## src/rtl/ttte_pkg.sv

```systemverilog
// ttte_pkg: framing constants and FSM state type shared by the ttte serializer and receiver
package ttte_pkg;
  typedef enum logic [1:0] {IDLE, DATA, STOP} state_t;
  localparam int TTTE_DATA_W = 32;
  localparam int TTTE_SYNC_W = 16;
  localparam logic [15:0] TTTE_SYNC_WORD = 16'hBEAF;
  localparam logic TTTE_IDLE_LVL = 1'b0;
  localparam logic TTTE_START_LVL = 1'b1;
endpackage

```

## src/rtl/ttte_sat_cnt.sv

```systemverilog
// ttte_sat_cnt: saturating up-counter with asynchronous active-high clear
module ttte_sat_cnt #(
  parameter int W = 16
) (
  input  logic         clk,
  input  logic         clr,
  input  logic         inc,
  output logic [W-1:0] cnt
);
  always_ff @(posedge clk or posedge clr)
    if (clr) cnt <= '0;
    else if (inc && !(&cnt)) cnt <= cnt + 1'b1;
endmodule

```

## src/rtl/ttte_des.sv

```systemverilog
// ttte_des: serial frame receiver with sync-word check, error strobes and saturating counters
module ttte_des import ttte_pkg::*; #(
  parameter int DATA_W = TTTE_DATA_W,
  parameter int SYNC_W = TTTE_SYNC_W,
  parameter logic [SYNC_W-1:0] SYNC_WORD = TTTE_SYNC_WORD,
  parameter int CNT_W = 16
) (
  input  logic              t_clk,
  input  logic              rst,
  input  logic              ser_in,
  output logic [DATA_W-1:0] rx_data,
  output logic              rx_valid,
  output logic              sync_err,
  output logic              frame_err,
  output logic              busy,
  output logic [CNT_W-1:0]  good_cnt,
  output logic [CNT_W-1:0]  err_cnt
);
  localparam int BW = $clog2(DATA_W + 1);
  state_t state;
  logic [BW-1:0] bit_cnt;
  logic [DATA_W-1:0] shift;
  logic stop_ok, sync_ok, good_inc, err_inc;
  always_comb begin
    stop_ok = ser_in == TTTE_IDLE_LVL;
    sync_ok = shift[SYNC_W-1:0] == SYNC_WORD;
    good_inc = state == STOP && stop_ok && sync_ok;
    err_inc = state == STOP && !(stop_ok && sync_ok);
  end
  always_ff @(posedge t_clk or posedge rst)
    if (rst) begin
      state <= IDLE;
      bit_cnt <= '0;
      shift <= '0;
      rx_data <= '0;
      rx_valid <= 1'b0;
      sync_err <= 1'b0;
      frame_err <= 1'b0;
      busy <= 1'b0;
    end else begin
      rx_valid <= good_inc;
      frame_err <= state == STOP && !stop_ok;
      sync_err <= state == STOP && stop_ok && !sync_ok;
      if (good_inc) rx_data <= shift;
      case (state)
        IDLE: if (ser_in == TTTE_START_LVL) begin
          state <= DATA;
          bit_cnt <= '0;
          busy <= 1'b1;
        end
        DATA: begin
          shift <= {shift[DATA_W-2:0], ser_in};
          bit_cnt <= bit_cnt + 1'b1;
          if (bit_cnt == BW'(DATA_W - 1)) state <= STOP;
        end
        STOP: begin
          state <= IDLE;
          busy <= 1'b0;
        end
        default: state <= IDLE;
      endcase
    end
  ttte_sat_cnt #(.W(CNT_W)) u_good (.clk(t_clk), .clr(rst), .inc(good_inc), .cnt(good_cnt));
  ttte_sat_cnt #(.W(CNT_W)) u_err (.clk(t_clk), .clr(rst), .inc(err_inc), .cnt(err_cnt));
endmodule

```

## config.mk

```make
export PLATFORM = sky130hd
export DESIGN_NAME = ttte_des
export DESIGN_NICKNAME = d
export VERILOG_FILES = /design/src/rtl/ttte_pkg.sv /design/src/rtl/ttte_sat_cnt.sv /design/src/rtl/ttte_des.sv
export SDC_FILE = /design/constraint.sdc
export NUM_CORES = 1
export LEC_CHECK = 0
export CORE_MARGIN = 4
export CORE_UTILIZATION = 30
export CTS_CLUSTER_SIZE = 25
export DETAILED_ROUTE_END_ITERATION = 12
export GPL_ROUTABILITY_DRIVEN = 0
export PLACE_DENSITY_LB_ADDON = 0.15
export SETUP_SLACK_MARGIN = 0.2
export SYNTH_ARGS = -nofsm -noshare
export SYNTH_HDL_FRONTEND = slang
export SYNTH_SLANG_ARGS = --single-unit
```

## constraint.sdc

```tcl
create_clock -name t_clk -period 6.9 [get_ports t_clk]
set_clock_uncertainty 0.1 [all_clocks]
set_input_delay 1.725 -clock t_clk [delete_from_list [all_inputs] [get_ports t_clk]]
set_output_delay 1.725 -clock t_clk [all_outputs]
set_load 0.05 [all_outputs]
```

=== Word-level counts from Yosys, hierarchy flattened ===
Cells that the tools add are included.

* Eq/ne operators: 6
* Add/subtract/negate cells: 3
* Mux-type cells: 7
* Bitwise logic cells: 1
* Reduce and logical (&&, ||, !) cells: 20

{| class="wikitable"
|+ Operators by type and width
! cell !! count
|-
| adder 16 x 1 -> 16 bit, second input constant || 2
|-
| AND reduction 16 bit || 2
|-
| equality test 16 bit, second input constant || 1
|-
| case mux 6 bit (2 select lines) || 1
|-
| logical AND 1 bit || 8
|-
| adder 6 x 1 -> 6 bit, second input constant || 1
|-
| equality test 6 x 5 -> 1 bit, second input constant || 1
|-
| 2-to-1 mux 6 bit || 1
|-
| AND reduction 2 bit || 3
|-
| logical NOT 1 bit || 4
|-
| 2-to-1 mux 2 bit || 2
|-
| inequality test 2 bit, second input constant || 2
|-
| case mux 2 bit (2 select lines) || 1
|-
| nonzero test 2 bit || 2
|-
| equality test 2 x 1 -> 1 bit, second input constant || 1
|-
| equality test 2 bit, second input constant || 1
|-
| logical NOT 2 bit || 1
|-
| case mux 1 bit (2 select lines) || 1
|-
| 2-to-1 mux 1 bit || 1
|-
| NOT 1 bit || 1
|}

* Output and inout port bits: 68
* Flip-flop bits (word level): 108
* Input port bits: 3

=== Longest topological paths before layout ===
Gate-level depths: netlist of run 1.

* Word-level depth: 5
* Gate-level depth with buffers: 7

=== Hierarchy ===
A second synthesis of run 1 with hierarchy kept.

* Cells, all modules: 338
* Area total of the unflattened synthesis: 4,516.8 um2

{| class="wikitable"
|+ Modules (own cells, without submodules)
! module !! cells each !! area each (um2) !! times used
|-
| ttte_des || 192 || 2,920.3 || 1
|-
| ttte_sat_cnt || 73 || 798.3 || 2
|}

=== Worst setup path before layout of run 1 ===
No wires, ideal clock.

* Kind: input to register
* Start point: in ser_in
* End point: reg u_err.cnt[12]
* Path buffers: 0
* Library setup time: 0.128 ns
* Cell stages on the path: 3
* Setup slack: 4.112 ns
* Data arrival time: 2.561 ns
* Data required time: 6.672 ns
* Cell sequence: nor2_1 or4_1 mux2_1

* Cells in the longest elaborated chain, start to end: 5

{| class="wikitable"
|+ RTL lines
! element !! RTL line !! source
|-
| from (decl) || ttte_des.sv:10 || <nowiki>input logic ser_in,</nowiki>
|-
| NOT 1 bit || ttte_des.sv:25 || <nowiki>stop_ok = ser_in == TTTE_IDLE_LVL;</nowiki>
|-
| logical AND 1 bit || ttte_des.sv:28 || <nowiki>err_inc = state == STOP && !(stop_ok && sync_ok);</nowiki>
|-
| logical NOT 1 bit || ttte_des.sv:28 ||
|-
| logical AND 1 bit || ttte_des.sv:28 ||
|-
| logical AND 1 bit || ttte_sat_cnt.sv:12 || <nowiki>else if (inc && !(&cnt)) cnt <= cnt + 1'b1;</nowiki>
|-
| to (signal assigned) || ttte_sat_cnt.sv:12 ||
|-
| to (decl) || ttte_sat_cnt.sv:8 || <nowiki>output logic [W-1:0] cnt</nowiki>
|}

No other way between the ends.
A chain may end at the register's enable or synchronous reset.

=== Worst setup path after layout of run 1 ===
* Start point: in ser_in
* End point: reg u_good.cnt[10]

* Cells in the longest elaborated chain, start to end: 4

{| class="wikitable"
|+ RTL lines
! element !! RTL line !! source
|-
| NOT 1 bit || ttte_des.sv:25 ||
|-
| logical AND 1 bit (2 in a row) || ttte_des.sv:27 || <nowiki>good_inc = state == STOP && stop_ok && sync_ok;</nowiki>
|-
| logical AND 1 bit || ttte_sat_cnt.sv:12 ||
|-
| to (signal assigned) || ttte_sat_cnt.sv:12 ||
|-
| to (decl) || ttte_sat_cnt.sv:8 ||
|}

No other way between the ends.

==> metrics.csv, run 1 <==
metric,value,unit
vdd_drop_max,0.126,mV
syn-num-nets,443,
synthAdderAreaFrac,0.849,%
yosys.cell_count.top_type,nand2_1,
yosysSeqAreaShare,61.1,%
drc,0,
dr_wl_met2,4350,um
synth-xor-area-share,6.14,%
drive_gt1_share,5.66,%
clk_latency,0.34,ns
synth_compound_area_share,1.56,%
ys.flop_type,dfrtp_1,
rows,44,
area_growth,26.9,%
fillers,1435,
drt_iter0_drc,198,
first_global_vias,3158,
ant_nets,0,
dr_wl_met3,341,um
placed_area,0.00531,mm2
wl_met1,4360,um
syn_inst,437,
vias,3139,
period_needed,3.58,ns
ios,71,
place.port_buffers,70,
stdcell_count,696,
cts_tree,done,
cp.required,7.03,ns
synthMuxAreaShare,0.509,%
worstRegToRegCells,6,
setup.worst_path.start_class,input pin,
setup_viol,0,
tns,0,ns
cts-hold-fix-buffers,0,
yosysUniqueCellTypes,36,
die_h,129,um
synth_common_cells,"nand2_1, dfrtp_1, xnor2_1",
cts_root_buffer,clkbuf_16,
top_layer,met4,
numCtsBuffers,9,
async_reset_ff_share,100,%
worstMarginPinSlew,0.823,ns
synth_top_family_by_area,simple AND/OR/NAND/NOR gates,
antenna_cells,0,
design_area,0.00561,mm2
clockBufferDepth,2,
grt_max_degree,68,
synth.cell_area,0.00442,mm2
slew_violations,0,
wl_per_cell,13.3,um
synth_area_leaders,"dfrtp_1, nand2_1, xnor2_1, nand4_1, nand2b_1",
yosys_warnings,0,
finalNetCount,513,
drt-pass1-iter-count,4,
final_hold_viol_count,0,
synth_seq_cells,108,
path_max_fanout,34,
slew_headroom,45.2,%
grt_setup_unrepaired,no,
cts_resized,0,
synthDominantCellAreaShare,61.1,%
end_kind,register,
clk_pin_slew,0.07,ns
finalCritPeriodShare,51.8,%
status,completed,
yosysTopAreaCell,dfrtp_1,
dp_hpwl,6250,um
dieWidth,129,um
post_cts.repair.setup_buffers,0,
gr-total-overflow,0,
initial_core_util,30.5,%
syn-mean-instance-area,10.1,um2
fmax,280,MHz
grt_pass1_wl,16100,um
min_path_type,reg2reg,
drt-total-wl,9260,um
min_path_cells,1,
worstSetupPathType,in2reg,
grt_usage,12.1,%
cts.sinks,108,
synthSimpleGateAreaFrac,27.7,%
grt_antenna_before_repair,0,
power_density,276,mW/mm2
dp_cells,680,
core_area,0.0145,mm2
vias_per_cell,4.51,
die-area,0.0167,mm2
htree_levels,3,
synth_edf_count,0,
p_leak,2.71,nW
critical_path_arrival,3.71,ns
max-cap-violations,0,
## critical path: stages
cell and delay, ns:
clkdlybuf4s50_1 0.51, nor2_1 0.23, nand2_2 0.43, inv_2 0.48, nand4_1 0.17, xnor2_1 0.15
## per-layer routing
layer	vias to the layer above	GRT usage [%]
met5	-	0
met1	1518	16.2
met2	45	19.0
met3	13	2.47
li1	1563	-
met4	0	5.74
## cells by family after synthesis
kind of cell    count (synthesis)
simple gates                  263
flops                         108
xor+xnor                       31
buf+inv                        20
compound gates                 10
fa+ha+maj                       3
mux                             2
## layout by cell type, fill, tap and decap left out, types with 2 or more instances in the layout
master           Yosys  final
a21oi_1              2      2
nand2_1            170    170
clkbuf_16            0      9
nand4_2              3      3
xor2_1               7      7
and3_1               5      5
nor4_1               4      4
inv_1                5      4
o21ai_0              4      4
ha_1                 3      3
dfrtp_1            108    108
nand2b_1            15     15
clkinv_4             0      2
nand4_1             17     17
buf_4                0      3
and2_1               5      5
xnor2_1             24     24
nor3_1               6      6
mux2_1               2      2
nor2_1              15     14
nand3_1             10     10
or3_1                2      2
or4_1                3      3
clkbuf_1            10      2
clkdlybuf4s50_1      0     70
## worst paths after layout
check | from | end | slack, ns
max in group asynchronous | rst | rx_data[6] | 3.84
min reg2reg | rx_data[9] | rx_data[9] | 0.36
max | ser_in | u_good.cnt[10] | 3.32
max reg2reg | shift[8] | u_good.cnt[10] | 4.33
min | rx_data[9] | rx_data[9] | 0.36
min in group asynchronous | rst | rx_data[7] | 1.79
## per-stage QoR
step / utilization (%) / power [mW] / setup slack (ns) / hold slack, ns
6_report: 38.8 / 1.55 / 3.32 / 0.364
5_1_grt: 38.8 / 1.66 / 3.03 / 0.387
4_1_cts: 38.8 / 1.58 / 3.25 / 0.373
3_5_place_dp: 36.7 / 1.05 / 2.88 / 0.352
3_3_place_gp: 36.7 / 1.04 / 2.97 / 0.354
2_1_floorplan: - / 0.977 / 2.23 / 0.339
## where the power goes
group          switching, mW  leakage [nW]  internal [mW]
Clock                  0.227         0.147          0.294
Sequential            0.0842          1.46          0.734
Combinational          0.137          1.10         0.0743
Total                  0.448          2.71           1.10
## registers in the layout, indices dropped and copies added, names as in the netlist
register	cells
rx_valid	1
rx_data	32
bit_cnt	6
u_good.cnt	16
u_err.cnt	16
frame_err	1
shift	32
state	2
sync_err	1
busy	1
## area by class of cell
type | instances | area (um2) | share of cell area (%)
Sequential cell | 108 | 2700 | 48.2
Multi-Input combinational cell | 309 | 1630 | 29.0
Clock buffer | 12 | 246 | 4.39
Inverter | 6 | 25.0 | 0.446
Tap cell | 184 | 230 | 4.10
Timing Repair Buffer | 73 | 723 | 12.9
Clock inverter | 4 | 56.3 | 1.00
No activity file was read; power rests on OpenSTA's default activity.
==> inputs of run 2 (changes only) <==
==> constraint.sdc (replaced) <==
create_clock -name t_clk -period 3.7 [get_ports t_clk]
set_clock_uncertainty 0.1 [all_clocks]
set_input_delay 0.925 -clock t_clk [delete_from_list [all_inputs] [get_ports t_clk]]
set_output_delay 0.925 -clock t_clk [all_outputs]
set_load 0.05 [all_outputs]
==> run 2 against run 1 <==
Against the previous run:
- global-route usage shrank 0.49 points
- core utilization is 0.22 points higher
- clock power is 80% higher
- critical path type is now reg2out
==> metrics.csv, run 2 (synthesis results as in run 1) <==
metric,value,unit,change
vias_per_cell,4.50,,-0.13%
clk_latency,0.35,ns,about the same
drt-pass1-iter-count,4,,unchanged
finalCritPeriodShare,72.0,%,
cts_resized,0,,unchanged
tns,0,ns,unchanged
worst-path-buf-inv,1,,-1
slowest_stage,clkdlybuf4s50_1,,
vdd_drop_max,0.301,mV,+140%
fmax,376,MHz,
final_hold_viol_count,0,,unchanged
ant_nets,0,,unchanged
drc,0,,unchanged
rows,44,,unchanged
area_growth,27.7,%,
fin_util,39.0,%,+0.22 points
ios,71,,unchanged
dp_cells,684,,+0.59%
cp.required,2.67,ns,-4.36 ns
htree_levels,3,,unchanged
slowest_delay,0.84,ns,+0.33 ns
worstSetupPathType,reg2out,,
dp_hpwl,6350,um,+1.7%
worstPathCellList,clkdlybuf4s50_1,,
min_path_type,reg2reg,,
path_max_fanout,6,,-82%
slew_headroom,53.1,%,+7.9 points
setup.worst_path.start_class,register,,
switchingPower,0.861,mW,+92%
grt_usage,11.6,%,-0.49 points
fillers,1421,,-0.98%
cts.sinks,108,,unchanged
grt_antenna_before_repair,0,,unchanged
final_cell_mix,"nand2_1, dfrtp_1, clkdlybuf4s50_1",,
grt_max_degree,47,,-31%
cts-hold-fix-buffers,0,,unchanged
end_kind,output pin,,
reg_top3,"rx_data x32, shift x32",,
stdcell_count,700,,+0.57%
max-cap-violations,0,,unchanged
vias,3153,,+0.45%
drive_gt1_share,6.78,%,+1.1 points
finalNetCount,517,,+0.78%
initial_core_util,30.5,%,unchanged
status,completed,,
finalPower,2.86,mW,+84%
grt_pass1_wl,15400,um,-4.0%
core_area,0.0145,mm2,unchanged
drt_iter0_drc,157,,-21%
slew_violations,0,,unchanged
gr-total-overflow,0,,unchanged
critical_path_arrival,1.64,ns,-2.07 ns
clockBufferDepth,2,,unchanged
power_frac_comb,14.0,%,+0.4 points
clock_power_share,32.8,%,-0.8 points
power_density,507,mW/mm2,+83%
antenna_cells,0,,unchanged
cts_tree,done,,
clk_pin_slew,0.07,ns,about the same
grt_setup_unrepaired,no,,
critPathTopFamily,buffers and inverters,,
numCtsBuffers,9,,unchanged
post_cts.repair.setup_buffers,0,,unchanged
place.port_buffers,70,,unchanged
dieWidth,129,um,unchanged
die_h,129,um,unchanged
p_leak,2.72,nW,+0.35%
internal_power,2.00,mW,+81%
period_needed,2.66,ns,
setup_viol,0,,unchanged
die-area,0.0167,mm2,unchanged
p_sw_share,30.1,%,+1.2 points
cts_root_buffer,clkbuf_16,,
final_common_cell,nand2_1,,
worstMarginPinSlew,0.699,ns,-0.124 ns
first_global_vias,3107,,-1.6%
wl_per_cell,13.0,um,-2.0%
drt-total-wl,9130,um,-1.4%
power_frac_seq,53.3,%,+0.5 points
==> run 2: worst register-to-register path, stage by stage (launching register included) <==
cell and delay [ns]:
dfrtp_1 0.44, ha_1 0.26, nand4_1 0.16, or4_1 0.61, o211a_1 0.27, nand4_1 0.17
xnor2_1 0.12
==> run 2: metal layers <==
layer,track usage [%],vias up,wire length [um]
met5,0,-,0
met4,5.87,0,222
met3,2.80,15,352
met2,18.2,47,4210
met1,15.1,1522,4340
li1,-,1569,-
==> run 2: cell type report <==
class	instances	area, um2	area share (%)
Clock inverter	6	52.6	0.931
Clock buffer	10	239	4.23
Timing Repair Buffer	77	766	13.6
Sequential cell	108	2700	47.9
Tap cell	184	230	4.08
Multi-Input combinational cell	309	1630	28.8
Inverter	6	26.3	0.466
==> run 2: final timing paths <==
kind / start / endpoint / slack (ns) / depth (start not counted)
hold reg to reg: rx_data[12] / rx_data[12] / 0.37 / 1
hold / removal: rx_data[12] / rx_data[12] / 0.37 / 1
max in group asynchronous: rst / u_good.cnt[15] / 1.91 / 3
setup reg to reg: u_err.cnt[0] / u_err.cnt[4] / 1.51 / 6
setup / recovery: u_good.cnt[8] / good_cnt[8] / 1.04 / 1
min in group asynchronous: rst / rx_data[10] / 0.92 / 2
==> run 2: power groups by stage <==
stage / registers, mW / clock network, mW / logic [mW]
final: 1.52 / 0.938 / 0.399
after detailed placement: 1.55 / 0 / 0.412
after global placement: 1.54 / 0 / 0.396
after CTS: 1.52 / 0.986 / 0.411
after floorplan: 1.53 / 0 / 0.287
after global routing: 1.55 / 1.03 / 0.468
==> run 2: through the flow <==
step | instance area [um2] | hold WS (ns) | setup slack [ns]
floorplan | 4420 | 0.339 | 1.34
global placement | 5350 | 0.349 | 0.981
detailed placement | 5350 | 0.355 | 0.930
CTS | 5640 | 0.374 | 0.999
global route | 5640 | 0.395 | 0.955
finish | 5640 | 0.366 | 1.04
==> inputs of run 3 (changes only) <==
==> constraint.sdc (replaced) <==
create_clock -name t_clk -period 2.51 [get_ports t_clk]
set_clock_uncertainty 0.1 [all_clocks]
set_input_delay 0.6275 -clock t_clk [delete_from_list [all_inputs] [get_ports t_clk]]
set_output_delay 0.6275 -clock t_clk [all_outputs]
set_load 0.05 [all_outputs]
==> run 3 against run 2 <==
Against the previous run:
- non-clock buffer count is 1 higher
- sequential power is 48% higher
- global-route usage barely moved
- clock power up 45%
- combinational power is 47% higher
- first-iteration DRC count increased by 38%
- core utilization shrank 0.17 points
- total power up 47%
- wire length did not move
- setup slack worse by 0.78 ns
- critical path depth unchanged
==> metrics.csv, run 3 (synthesis results as in run 1) <==
metric,value,unit,change
tns,0,ns,unchanged
worstPathCellList,clkdlybuf4s50_1,,
max-cap-violations,0,,unchanged
initial_core_util,30.5,%,unchanged
cts_tree,done,,
grt_max_degree,109,,+130%
numCtsBuffers,9,,unchanged
min_path_type,reg2reg,,
clock_power_share,32.5,%,-0.3 points
gr-total-overflow,0,,unchanged
setup_viol,0,,unchanged
reg_top3,"rx_data x32, shift x32",,
clockBufferDepth,2,,unchanged
dp_hpwl,6040,um,-4.9%
rows,44,,unchanged
p_sw_share,30.0,%,-0.14 points
vias_per_cell,4.47,,-0.76%
grt_usage,11.7,%,+0.021 points
worstSetupPathType,reg2out,,
slew_violations,0,,unchanged
critical_path_arrival,1.53,ns,-0.11 ns
hold_ws,0.365,ns,-0.00117 ns
clk_pin_slew,0.07,ns,about the same
grt_antenna_before_repair,0,,unchanged
post_cts.repair.setup_buffers,0,,unchanged
ios,71,,unchanged
drive_gt1_share,7.75,%,+0.97 points
grt_setup_unrepaired,no,,
antenna_cells,0,,unchanged
die_h,129,um,unchanged
drc,0,,unchanged
fillers,1444,,+1.6%
finalCritPeriodShare,89.8,%,
period_needed,2.25,ns,
vias,3129,,-0.76%
worstMarginPinSlew,0.593,ns,-0.106 ns
internal_power,2.94,mW,+47%
vdd_drop_max,0.365,mV,+22%
dieWidth,129,um,unchanged
power_density,747,mW/mm2,+47%
slowest_delay,0.83,ns,about the same
clk_latency,0.35,ns,about the same
area_growth,27.1,%,
final_cell_mix,"nand2_1, dfrtp_1, clkdlybuf4s50_1",,
wl_per_cell,13.0,um,unchanged
placed_area,0.00537,mm2,+0.23%
design_area,0.00562,mm2,-0.44%
slowest_stage,clkdlybuf4s50_1,,
rrSetupSlack,0.32,ns,-1.19 ns
finalNetCount,518,,+0.19%
ant_nets,0,,unchanged
cts.sinks,108,,unchanged
setup.worst_path.start_class,register,,
fmax,443,MHz,
cp.required,1.78,ns,-0.89 ns
power_frac_seq,53.5,%,+0.2 points
power_frac_comb,14.0,%,about the same
critPathTopFamily,buffers and inverters,,
drt-pass1-iter-count,4,,unchanged
slew_headroom,60.5,%,+7.4 points
cts_root_buffer,clkbuf_16,,
cts-hold-fix-buffers,0,,unchanged
first_global_vias,3122,,+0.48%
core_area,0.0145,mm2,unchanged
stdcell_count,700,,unchanged
worst-path-buf-inv,1,,unchanged
switchingPower,1.26,mW,+46%
status,completed,,
dp_cells,685,,+0.15%
drt_iter0_drc,216,,+38%
final_common_cell,nand2_1,,
fin_util,38.8,%,-0.17 points
end_kind,output pin,,
die-area,0.0167,mm2,unchanged
p_leak,2.89,nW,+6.5%
htree_levels,3,,unchanged
place.port_buffers,70,,unchanged
path_max_fanout,2,,-4
grt_pass1_wl,15600,um,+1.3%
drt-total-wl,9130,um,unchanged
final_hold_viol_count,0,,unchanged
## run 3: worst paths after layout
path / from / cells past startpoint / to
setup / recovery: rx_data[27] / 1 / rx_data[27]
hold / removal: rx_data[11] / 1 / rx_data[11]
setup reg to reg: u_err.cnt[0] / 6 / u_err.cnt[12]
hold reg to reg: rx_data[11] / 1 / rx_data[11]
max in group asynchronous: rst / 3 / u_good.cnt[1]
min in group asynchronous: rst / 3 / shift[16]
## run 3: cell type report
cell class	count	area, um2	area share [%]
flip-flops and latches	108	2710	48.2
repair buffers	78	743	13.2
inverters	6	26.3	0.468
multi-input cells	309	1630	29.0
well taps	184	230	4.10
clock buffers	10	239	4.25
clock inverters	5	45.0	0.802
## run 3: stage by stage
step / setup WS (ns) / total power [mW]
floorplan: 0.326 / 2.69
finish: 0.255 / 4.20
detailed placement: 0.204 / 2.89
global route: 0.200 / 4.48
global placement: 0.223 / 2.86
CTS: 0.205 / 4.28
## run 3: repair_timing
action | in CTS | in global routing
gates resized for setup | 30 | 4
pin swaps | 0 | 0
endpoints found under the setup margin | 30 | 5
## run 3: power groups by stage
stage	clock network, mW	logic [mW]	registers [mW]
6_report	1.36	0.588	2.25
5_1_grt	1.49	0.702	2.29
4_1_cts	1.43	0.610	2.25
3_5_place_dp	0	0.611	2.28
3_3_place_gp	0	0.590	2.27
2_1_floorplan	0	0.423	2.26
## run 3: metal layers
metal / vias up / global-route usage [%] / share of wire, %
li1: 1570 / - / -
met1: 1489 / 16.4 / 49
met2: 53 / 17.0 / 44
met3: 17 / 2.47 / 4.2
met4: 0 / 6.05 / 2.4
met5: - / 0 / 0
